===== src/rtl/config_pkg.sv =====
// Shared opcodes, header size and controller state encoding for the ALU command path.
package config_pkg;

  typedef enum logic [7:0] {
    OP_ECHO = 8'hEC,
    OP_ADD  = 8'hAD,
    OP_MUL  = 8'h88
  } alu_op_e;

  localparam int HDR_BYTES = 4;

  typedef enum logic [3:0] {
    S_OPCODE,
    S_RSVD,
    S_LEN_LO,
    S_LEN_HI,
    S_DRAIN,
    S_ECHO,
    S_OPERAND,
    S_MUL,
    S_TX_RESULT
  } ctrl_state_e;

  // Byte idx of a 32-bit word, LSB first.
  function automatic logic [7:0] word_byte(input logic [31:0] w, input logic [1:0] idx);
    logic [7:0] b;
    b = w[7:0];
    case (idx)
      2'd0: b = w[7:0];
      2'd1: b = w[15:8];
      2'd2: b = w[23:16];
      2'd3: b = w[31:24];
      default: b = w[7:0];
    endcase
    return b;
  endfunction

endpackage


===== src/rtl/alu_mul_seq.sv =====
// Sequential shift-add unsigned multiplier keeping the low OPERAND_WIDTH product bits.
// Operands are captured on start; done pulses OPERAND_WIDTH+1 cycles after the start cycle.
module alu_mul_seq #(
  parameter int OPERAND_WIDTH = 32
) (
  input  logic                     clk_i,
  input  logic                     rst_ni,
  input  logic                     start,
  input  logic [OPERAND_WIDTH-1:0] a,
  input  logic [OPERAND_WIDTH-1:0] b,
  output logic                     done,
  output logic [OPERAND_WIDTH-1:0] product
);

  localparam int CW = $clog2(OPERAND_WIDTH + 1);

  logic [OPERAND_WIDTH-1:0] a_q;
  logic [OPERAND_WIDTH-1:0] b_q;
  logic [OPERAND_WIDTH-1:0] prod_q;
  logic [CW-1:0]            cnt_q;
  logic                     done_q;

  always_ff @(posedge clk_i) begin
    if (!rst_ni) begin
      a_q    <= '0;
      b_q    <= '0;
      prod_q <= '0;
      cnt_q  <= '0;
      done_q <= 1'b0;
    end else begin
      done_q <= 1'b0;
      if (start) begin
        a_q    <= a;
        b_q    <= b;
        prod_q <= '0;
        cnt_q  <= CW'(OPERAND_WIDTH);
      end else if (cnt_q != '0) begin
        // Bits shifted out of a_q only affect product bits above the kept width.
        if (b_q[0]) prod_q <= prod_q + a_q;
        a_q   <= a_q << 1;
        b_q   <= b_q >> 1;
        cnt_q <= cnt_q - CW'(1);
        if (cnt_q == CW'(1)) done_q <= 1'b1;
      end
    end
  end

  assign done    = done_q;
  assign product = prod_q;

endmodule


===== src/rtl/alu_cmd_ctrl.sv =====
// Packet sequencer between UART RX and TX: parses header, runs ECHO/ADD32/MUL32, streams result.
//
// state       | meaning
// S_OPCODE    | idle, waiting for opcode byte
// S_RSVD      | skip reserved header byte
// S_LEN_LO    | capture low LEN byte
// S_LEN_HI    | capture high LEN byte, validate and dispatch
// S_DRAIN     | discard payload of a rejected packet
// S_ECHO      | pass payload bytes through the output register
// S_OPERAND   | gather operand bytes LSB-first, accumulate
// S_MUL       | wait for the sequential multiplier
// S_TX_RESULT | send the accumulator, LSB first
module alu_cmd_ctrl
  import config_pkg::*;
#(
  parameter int DATA_WIDTH    = 8,
  parameter int OPERAND_WIDTH = 32
) (
  input  logic                  clk_i,
  input  logic                  rst_ni,
  input  logic [DATA_WIDTH-1:0] rx_data_i,
  input  logic                  rx_valid_i,
  output logic                  rx_ready_o,
  output logic [DATA_WIDTH-1:0] tx_data_o,
  output logic                  tx_valid_o,
  input  logic                  tx_ready_i,
  output logic                  busy_o,
  output logic                  err_o
);

  ctrl_state_e                         state_q;
  logic [DATA_WIDTH-1:0]               opcode_q;
  logic [DATA_WIDTH-1:0]               len_lo_q;
  logic [15:0]                         rem_q;
  logic [1:0]                          byte_cnt_q;
  logic [OPERAND_WIDTH-DATA_WIDTH-1:0] word_q;
  logic [OPERAND_WIDTH-1:0]            acc_q;
  logic                                first_word_q;
  logic                                last_word_q;
  logic                                rx_ready_q;
  logic                                tx_valid_q;
  logic [DATA_WIDTH-1:0]               tx_data_q;
  logic                                err_q;

  logic                     rx_fire;
  logic                     tx_fire;
  logic [15:0]              len;
  logic [15:0]              payload;
  logic [OPERAND_WIDTH-1:0] word_full;
  logic                     is_echo;
  logic                     is_add;
  logic                     is_mul;
  logic                     mul_start;
  logic                     mul_done;
  logic [OPERAND_WIDTH-1:0] mul_product;

  // In ECHO the single output register may be refilled in the same cycle it drains.
  assign rx_ready_o = (state_q == S_ECHO) ? (rx_ready_q && (!tx_valid_q || tx_ready_i))
                                          : rx_ready_q;
  assign rx_fire    = rx_valid_i && rx_ready_o;
  assign tx_fire    = tx_valid_q && tx_ready_i;

  assign len       = {rx_data_i, len_lo_q};
  assign payload   = len - 16'(HDR_BYTES);
  assign word_full = {rx_data_i, word_q};

  assign is_echo = (opcode_q == OP_ECHO);
  assign is_add  = (opcode_q == OP_ADD);
  assign is_mul  = (opcode_q == OP_MUL);

  assign mul_start = (state_q == S_OPERAND) && rx_fire && (byte_cnt_q == 2'd3)
                     && is_mul && !first_word_q;

  alu_mul_seq #(
    .OPERAND_WIDTH(OPERAND_WIDTH)
  ) u_mul (
    .clk_i  (clk_i),
    .rst_ni (rst_ni),
    .start  (mul_start),
    .a      (acc_q),
    .b      (word_full),
    .done   (mul_done),
    .product(mul_product)
  );

  always_ff @(posedge clk_i) begin
    if (!rst_ni) begin
      state_q      <= S_OPCODE;
      opcode_q     <= '0;
      len_lo_q     <= '0;
      rem_q        <= '0;
      byte_cnt_q   <= '0;
      word_q       <= '0;
      acc_q        <= '0;
      first_word_q <= 1'b0;
      last_word_q  <= 1'b0;
      rx_ready_q   <= 1'b0;
      tx_valid_q   <= 1'b0;
      tx_data_q    <= '0;
      err_q        <= 1'b0;
    end else begin
      err_q <= 1'b0;
      case (state_q)
        S_OPCODE: begin
          rx_ready_q <= 1'b1;
          if (rx_fire) begin
            opcode_q <= rx_data_i;
            state_q  <= S_RSVD;
          end
        end

        S_RSVD: begin
          if (rx_fire) state_q <= S_LEN_LO;
        end

        S_LEN_LO: begin
          if (rx_fire) begin
            len_lo_q <= rx_data_i;
            state_q  <= S_LEN_HI;
          end
        end

        S_LEN_HI: begin
          if (rx_fire) begin
            acc_q        <= '0;
            byte_cnt_q   <= '0;
            first_word_q <= 1'b1;
            rem_q        <= (len < 16'(HDR_BYTES)) ? 16'd0 : payload;
            if (len < 16'(HDR_BYTES)) begin
              err_q   <= 1'b1;
              state_q <= S_OPCODE;
            end else if (!(is_echo || is_add || is_mul)) begin
              err_q   <= 1'b1;
              state_q <= (payload == 16'd0) ? S_OPCODE : S_DRAIN;
            end else if (is_echo) begin
              state_q <= (payload == 16'd0) ? S_OPCODE : S_ECHO;
            end else if ((payload == 16'd0) || (payload[1:0] != 2'd0)) begin
              err_q   <= 1'b1;
              state_q <= (payload == 16'd0) ? S_OPCODE : S_DRAIN;
            end else begin
              state_q <= S_OPERAND;
            end
          end
        end

        S_DRAIN: begin
          if (rx_fire) begin
            rem_q <= rem_q - 16'd1;
            if (rem_q == 16'd1) state_q <= S_OPCODE;
          end
        end

        S_ECHO: begin
          if (rx_fire) begin
            tx_data_q  <= rx_data_i;
            tx_valid_q <= 1'b1;
            rem_q      <= rem_q - 16'd1;
            if (rem_q == 16'd1) rx_ready_q <= 1'b0;
          end else if (tx_fire) begin
            tx_valid_q <= 1'b0;
            if (!rx_ready_q) begin
              state_q    <= S_OPCODE;
              rx_ready_q <= 1'b1;
            end
          end
        end

        S_OPERAND: begin
          if (rx_fire) begin
            word_q     <= word_full[OPERAND_WIDTH-1:DATA_WIDTH];
            byte_cnt_q <= byte_cnt_q + 2'd1;
            rem_q      <= rem_q - 16'd1;
            if (byte_cnt_q == 2'd3) begin
              first_word_q <= 1'b0;
              if (is_add) acc_q <= acc_q + word_full;
              else if (first_word_q) acc_q <= word_full;
              if (is_mul && !first_word_q) begin
                state_q     <= S_MUL;
                rx_ready_q  <= 1'b0;
                last_word_q <= (rem_q == 16'd1);
              end else if (rem_q == 16'd1) begin
                state_q    <= S_TX_RESULT;
                rx_ready_q <= 1'b0;
              end
            end
          end
        end

        S_MUL: begin
          if (mul_done) begin
            acc_q <= mul_product;
            if (last_word_q) begin
              state_q <= S_TX_RESULT;
            end else begin
              state_q    <= S_OPERAND;
              rx_ready_q <= 1'b1;
            end
          end
        end

        S_TX_RESULT: begin
          // byte_cnt_q is the index of the next byte to load; wrap to 0 means all four sent.
          if (!tx_valid_q) begin
            tx_valid_q <= 1'b1;
            tx_data_q  <= word_byte(acc_q, byte_cnt_q);
            byte_cnt_q <= byte_cnt_q + 2'd1;
          end else if (tx_ready_i) begin
            if (byte_cnt_q == 2'd0) begin
              tx_valid_q <= 1'b0;
              state_q    <= S_OPCODE;
              rx_ready_q <= 1'b1;
            end else begin
              tx_data_q  <= word_byte(acc_q, byte_cnt_q);
              byte_cnt_q <= byte_cnt_q + 2'd1;
            end
          end
        end

        default: state_q <= S_OPCODE;
      endcase
    end
  end

  assign tx_data_o  = tx_data_q;
  assign tx_valid_o = tx_valid_q;
  assign err_o      = err_q;
  assign busy_o     = (state_q != S_OPCODE);

endmodule


===== config.mk =====
export PLATFORM = sky130hd
export DESIGN_NAME = alu_cmd_ctrl
export DESIGN_NICKNAME = d
export VERILOG_FILES = /design/src/rtl/config_pkg.sv /design/src/rtl/alu_mul_seq.sv /design/src/rtl/alu_cmd_ctrl.sv
export SDC_FILE = /design/constraint.sdc
export NUM_CORES = 1
export LEC_CHECK = 0
export CORE_UTILIZATION = 64
export DETAILED_ROUTE_END_ITERATION = 8
export PLACE_DENSITY = 0.81
export SETUP_SLACK_MARGIN = 0.2
export SLEW_MARGIN = 20
export SYNTH_ARGS = -nofsm -noshare
export SYNTH_HDL_FRONTEND = slang
export SYNTH_SLANG_ARGS = --single-unit

===== constraint.sdc =====
create_clock -name clk_i -period 3.27 [get_ports clk_i]
set_input_delay 0.654 -clock clk_i [delete_from_list [all_inputs] [get_ports clk_i]]
set_output_delay 0.654 -clock clk_i [all_outputs]
set_load 0.03 [all_outputs]

==> reports/qor.csv <==
stage;metric;value;unit
worst_setup_path;crit-path max FO;4;
power;Switching Share;0.301;
worst_hold_path;WHS Path Cells;2;
final_layout;proportion of layout cells with a drive suffix above 1;0.0751;
floorplan;die span in y;148;um
worst_hold_path;Hold WC Path Type;reg2reg;
final_layout;Layout area overhead;9.27;%
floorplan;core box area;21000;sq um
cts;Clock Tree Root;clkbuf_16;
cts;clk slew on worst S/H paths;0.06;ns
global_route;GR Util met1;0.458;
worst_setup_path;Crit-path slowest cell;fa_1;
global_route;met3 Resource Use GR;0.0441;
sta;Hold Vio Cnt, Final;0;
placement;GPL Wtd Cong;0.988;
synth;top-count cell post-synth;nand2_1;
floorplan;chip width;148;um
global_route;antenna violations before repair;0;
synth;dominant synthesized flop cell;dfxtp_1;
synth;register bit total from synthesis;210;
global_route;vias in the first global route;11900;
status;status;finished, final reports clean;
floorplan;row cnt;53;
sta;Sum Neg Setup Slack;0;ns
synth;top cells by area, synth;dfxtp_1, nand2_1, ha_1;
worst_setup_path;Crit path top cell by count;nand2_1;
worst_setup_path;Setup crit start kind;flop;
power;Logic pwr share;0.167;
synth;Synth area leader;dfxtp_1;
cts;clock sinks;210;
synth;Synth Area in Adders;0.0699;
power;Seq pwr share;0.417;
power;Clk pwr share;0.416;
synth;area fraction of the dominant cell type after synthesis;0.308;
global_route;largest net degree at the start of global routing;144;
route;DRT antenna net count;0;
sta;# setup viols final;0;
synth;Yosys warning total;0;
sta;Slew @ Worst Pin;0.942;ns
worst_setup_path;CP max stage delay;0.44;ns
route;drt first pass iters;9;
synth;Post-synth ARST share;0;
final_layout;ANT cells;0;
cts;total CTS buffers;23;
worst_setup_path;CP Buf/Inv Count;1;
final_layout;fillers;1729;
worst_hold_path;worst hold path endpoint;u_mul.product[0]$_SDFFE_PP0P_;
sta;relative slew slack;0.372;
power;worst vdd ir;981;uV
route;via count;13100;
synth;largest family of logic cells by synthesized area;compound AO/OA/AOI/OAI gates;
worst_setup_path;Worst R2R End;u_mul.product[26]$_SDFFE_PP0P_;
sta;RSZ-0062 raised after global routing;false;
global_route;GRT overflow;0;
job;MaxCap Viol Count;0;
synth;Synth Area in Compound Gates;0.279;
sta;Tmin final;2.93;ns
global_route;GR Util met2;0.574;
power;Leakage;6.79;nW
global_route;gr usage total;0.349;
placement;IO buf count;23;
cts;Resize count post-CTS;0;
worst_setup_path;CP delay by family, top;compound AO/OA/AOI/OAI gates;
sta;Final period util;0.895;
placement;DP Cell Count;1967;
route;Routed WL;38700;um
synth;syn nets;1824;
global_route;first-pass GRT wire length;61600;um
synth;library cells used by synthesis;82;
worst_setup_path;Critical R2R Launch;u_mul.a_q[0]$_SDFFE_PN0P_;
worst_setup_path;Req. time, crit path;3.67;ns
synth;simple-gate share of the synthesized area;0.233;
synth;XOR/XNOR Fraction of Synth Area;0.0437;
worst_setup_path;CP cell instances;ha_1, inv_1, fa_1, nor2b_2, o2111ai_1, nand2_1, a21oi_2, o21ba_2, o21ai_1, a21boi_0, mux2i_1, nand2_1;
route;DR vias/cell;6.54;
cts;Setup Buffers After CTS;0;
cts;CTS Hold Bufs;0;
worst_setup_path;worst setup path class;reg2reg;
power;Int Pwr;4.52;mW
route;Post-route DRC;0;
power;reported net switching power;1.94;mW
sta;maximum clock frequency;342;MHz
worst_setup_path;R2R setup slack;0.34;ns
cts;Max clock buf depth;3;
synth;cells after synthesis;1737;
route;first-iteration detailed-routing DRC count;1339;
synth;synthesized area;13600;sq um
final_layout;Final nets;1804;
floorplan;Top Ports;24;
final_layout;fin cells;2005;
route;DR WL/cell;19.3;um
synth;Mapped Avg Cell Area;7.85;sq um
power;PD cells;434;nW/um^2
floorplan;initial core utilization;0.651;
placement;DPL Wire Length;27500;um
floorplan;Die ar.;21900;sq um
cts;H-Tree Level Count;1;
sta;Max Clock Skew;0.0201;ns
global_route;GRT busiest layer;met2;
synth;top post-synthesis cells by count;nand2_1, dfxtp_1, a21oi_1;
cts;TritonCTS clock tree;done;
synth;post-synthesis sequential area ratio;0.308;
cts;clk_lat worst skew;0.52;ns
worst_setup_path;R2R cell count;12;
synth;mux cell area share after synthesis;0.0177;
worst_setup_path;CP endpoint kind;flop;
synth;EDFF count, synth;0;
sta;Slew Limit Fails;0;
worst_hold_path;hold_sp;u_mul.product[0]$_SDFFE_PP0P_;
worst_setup_path;Critical Path AT;3.32;ns
registers in the layout, summed over array words and instances (netlist names), 2 cells and up:
signal and cells:
tx_data_o 8, len_lo_q 8, rem_q 16, u_mul.b_q 32, word_q 24, opcode_q 8
acc_q 32, u_mul.cnt_q 6, byte_cnt_q 2, u_mul.a_q 32, u_mul.product 32, state_q 4
layout make-up:
type | count | area (sq um) | share of cell area
sequential | 210 | 4210 | 0.283
clock buffer | 27 | 601 | 0.0403
tap | 275 | 344 | 0.0231
multi-input combinational | 1383 | 8840 | 0.593
timing repair buffer | 75 | 656 | 0.0440
inverter | 24 | 90.1 | 0.00605
clock inverter | 11 | 161 | 0.0108
cells by family (layout without fill, tap and decap cells):
family,after synthesis,count (layout)
simple gates,681,681
mux,24,24
xor+xnor,68,68
flops,210,210
fa+ha+maj,75,75
compound gates,535,535
buf+inv,144,137
power by group through the flow:
stage | Combinational, mW | Clock, mW | Sequential, mW
after global routing | 1.17 | 2.81 | 2.70
after global placement | 1.04 | 0 | 2.75
after detailed placement | 1.05 | 0 | 2.75
after CTS | 1.06 | 2.71 | 2.69
final | 1.08 | 2.69 | 2.69
after floorplan | 0.770 | 0 | 2.72
cell usage in the layout, fill, tap and decap left out, drive strengths merged, types with 8 or more instances in the layout:
cell type and count:
buf 53, or3 11, inv 25, and3 11, nor3 31, a21o 37
a21boi 38, nor2b 47, clkbuf 27, nand2 330, nand3 105, a222oi 21
nand2b 9, a31oi 22, nor2 85, clkdlybuf4s50 22, mux2i 23, a22oi 24
o21ai 99, o211ai 20, ha 73, xor2 29, a211oi 11, o22ai 8
o211a 83, xnor2 39, dfxtp 210, a21oi 120
how the worst max path moves through the flow:
| stage | start | endpoint | slack (ns) | cells past startpoint |
|---|---|---|---|---|
| global placement | rx_data_i[0] | acc_q[31]$_SDFFE_PN0P_ | 0.08 | 10 |
| CTS | u_mul.product[3]$_SDFFE_PP0P_ | u_mul.product[31]$_SDFFE_PP0P_ | 0.24 | 10 |
| detailed placement | rx_data_i[0] | acc_q[31]$_SDFFE_PN0P_ | 0.05 | 10 |
| finish | u_mul.a_q[0]$_SDFFE_PN0P_ | u_mul.product[26]$_SDFFE_PP0P_ | 0.34 | 12 |
| floorplan | rx_data_i[0] | acc_q[31]$_SDFFE_PN0P_ | 0.66 | 9 |
| global route | u_mul.a_q[0]$_SDFFE_PN0P_ | u_mul.product[30]$_SDFFE_PP0P_ | 0.22 | 12 |
metrics by stage:
step	cell area [sq um]	power, mW	utilization	hold slack [ns]	worst slack [ns]
after CTS	14800	6.46	0.708	0.476	0.245
after global placement	14100	3.79	0.671	0.463	0.0818
after global routing	14900	6.68	0.711	0.500	0.217
after detailed placement	14100	3.80	0.671	0.467	0.0502
final	14900	6.46	0.711	0.480	0.345
after floorplan	13600	3.49	-	0.449	0.662
layer usage:
metal,up-vias,part of all wire
met1,6187,0.42
met3,118,0.077
met4,0,0.039
li1,6261,-
met5,-,0
met2,540,0.47
tightest hold or removal path, cell delays in order, from the launching register on:
cell and delay [ns]:
dfxtp_1 0.32, nand2_1 0.06, a21oi_1 0.05
(Power assumes the default switching activity.)
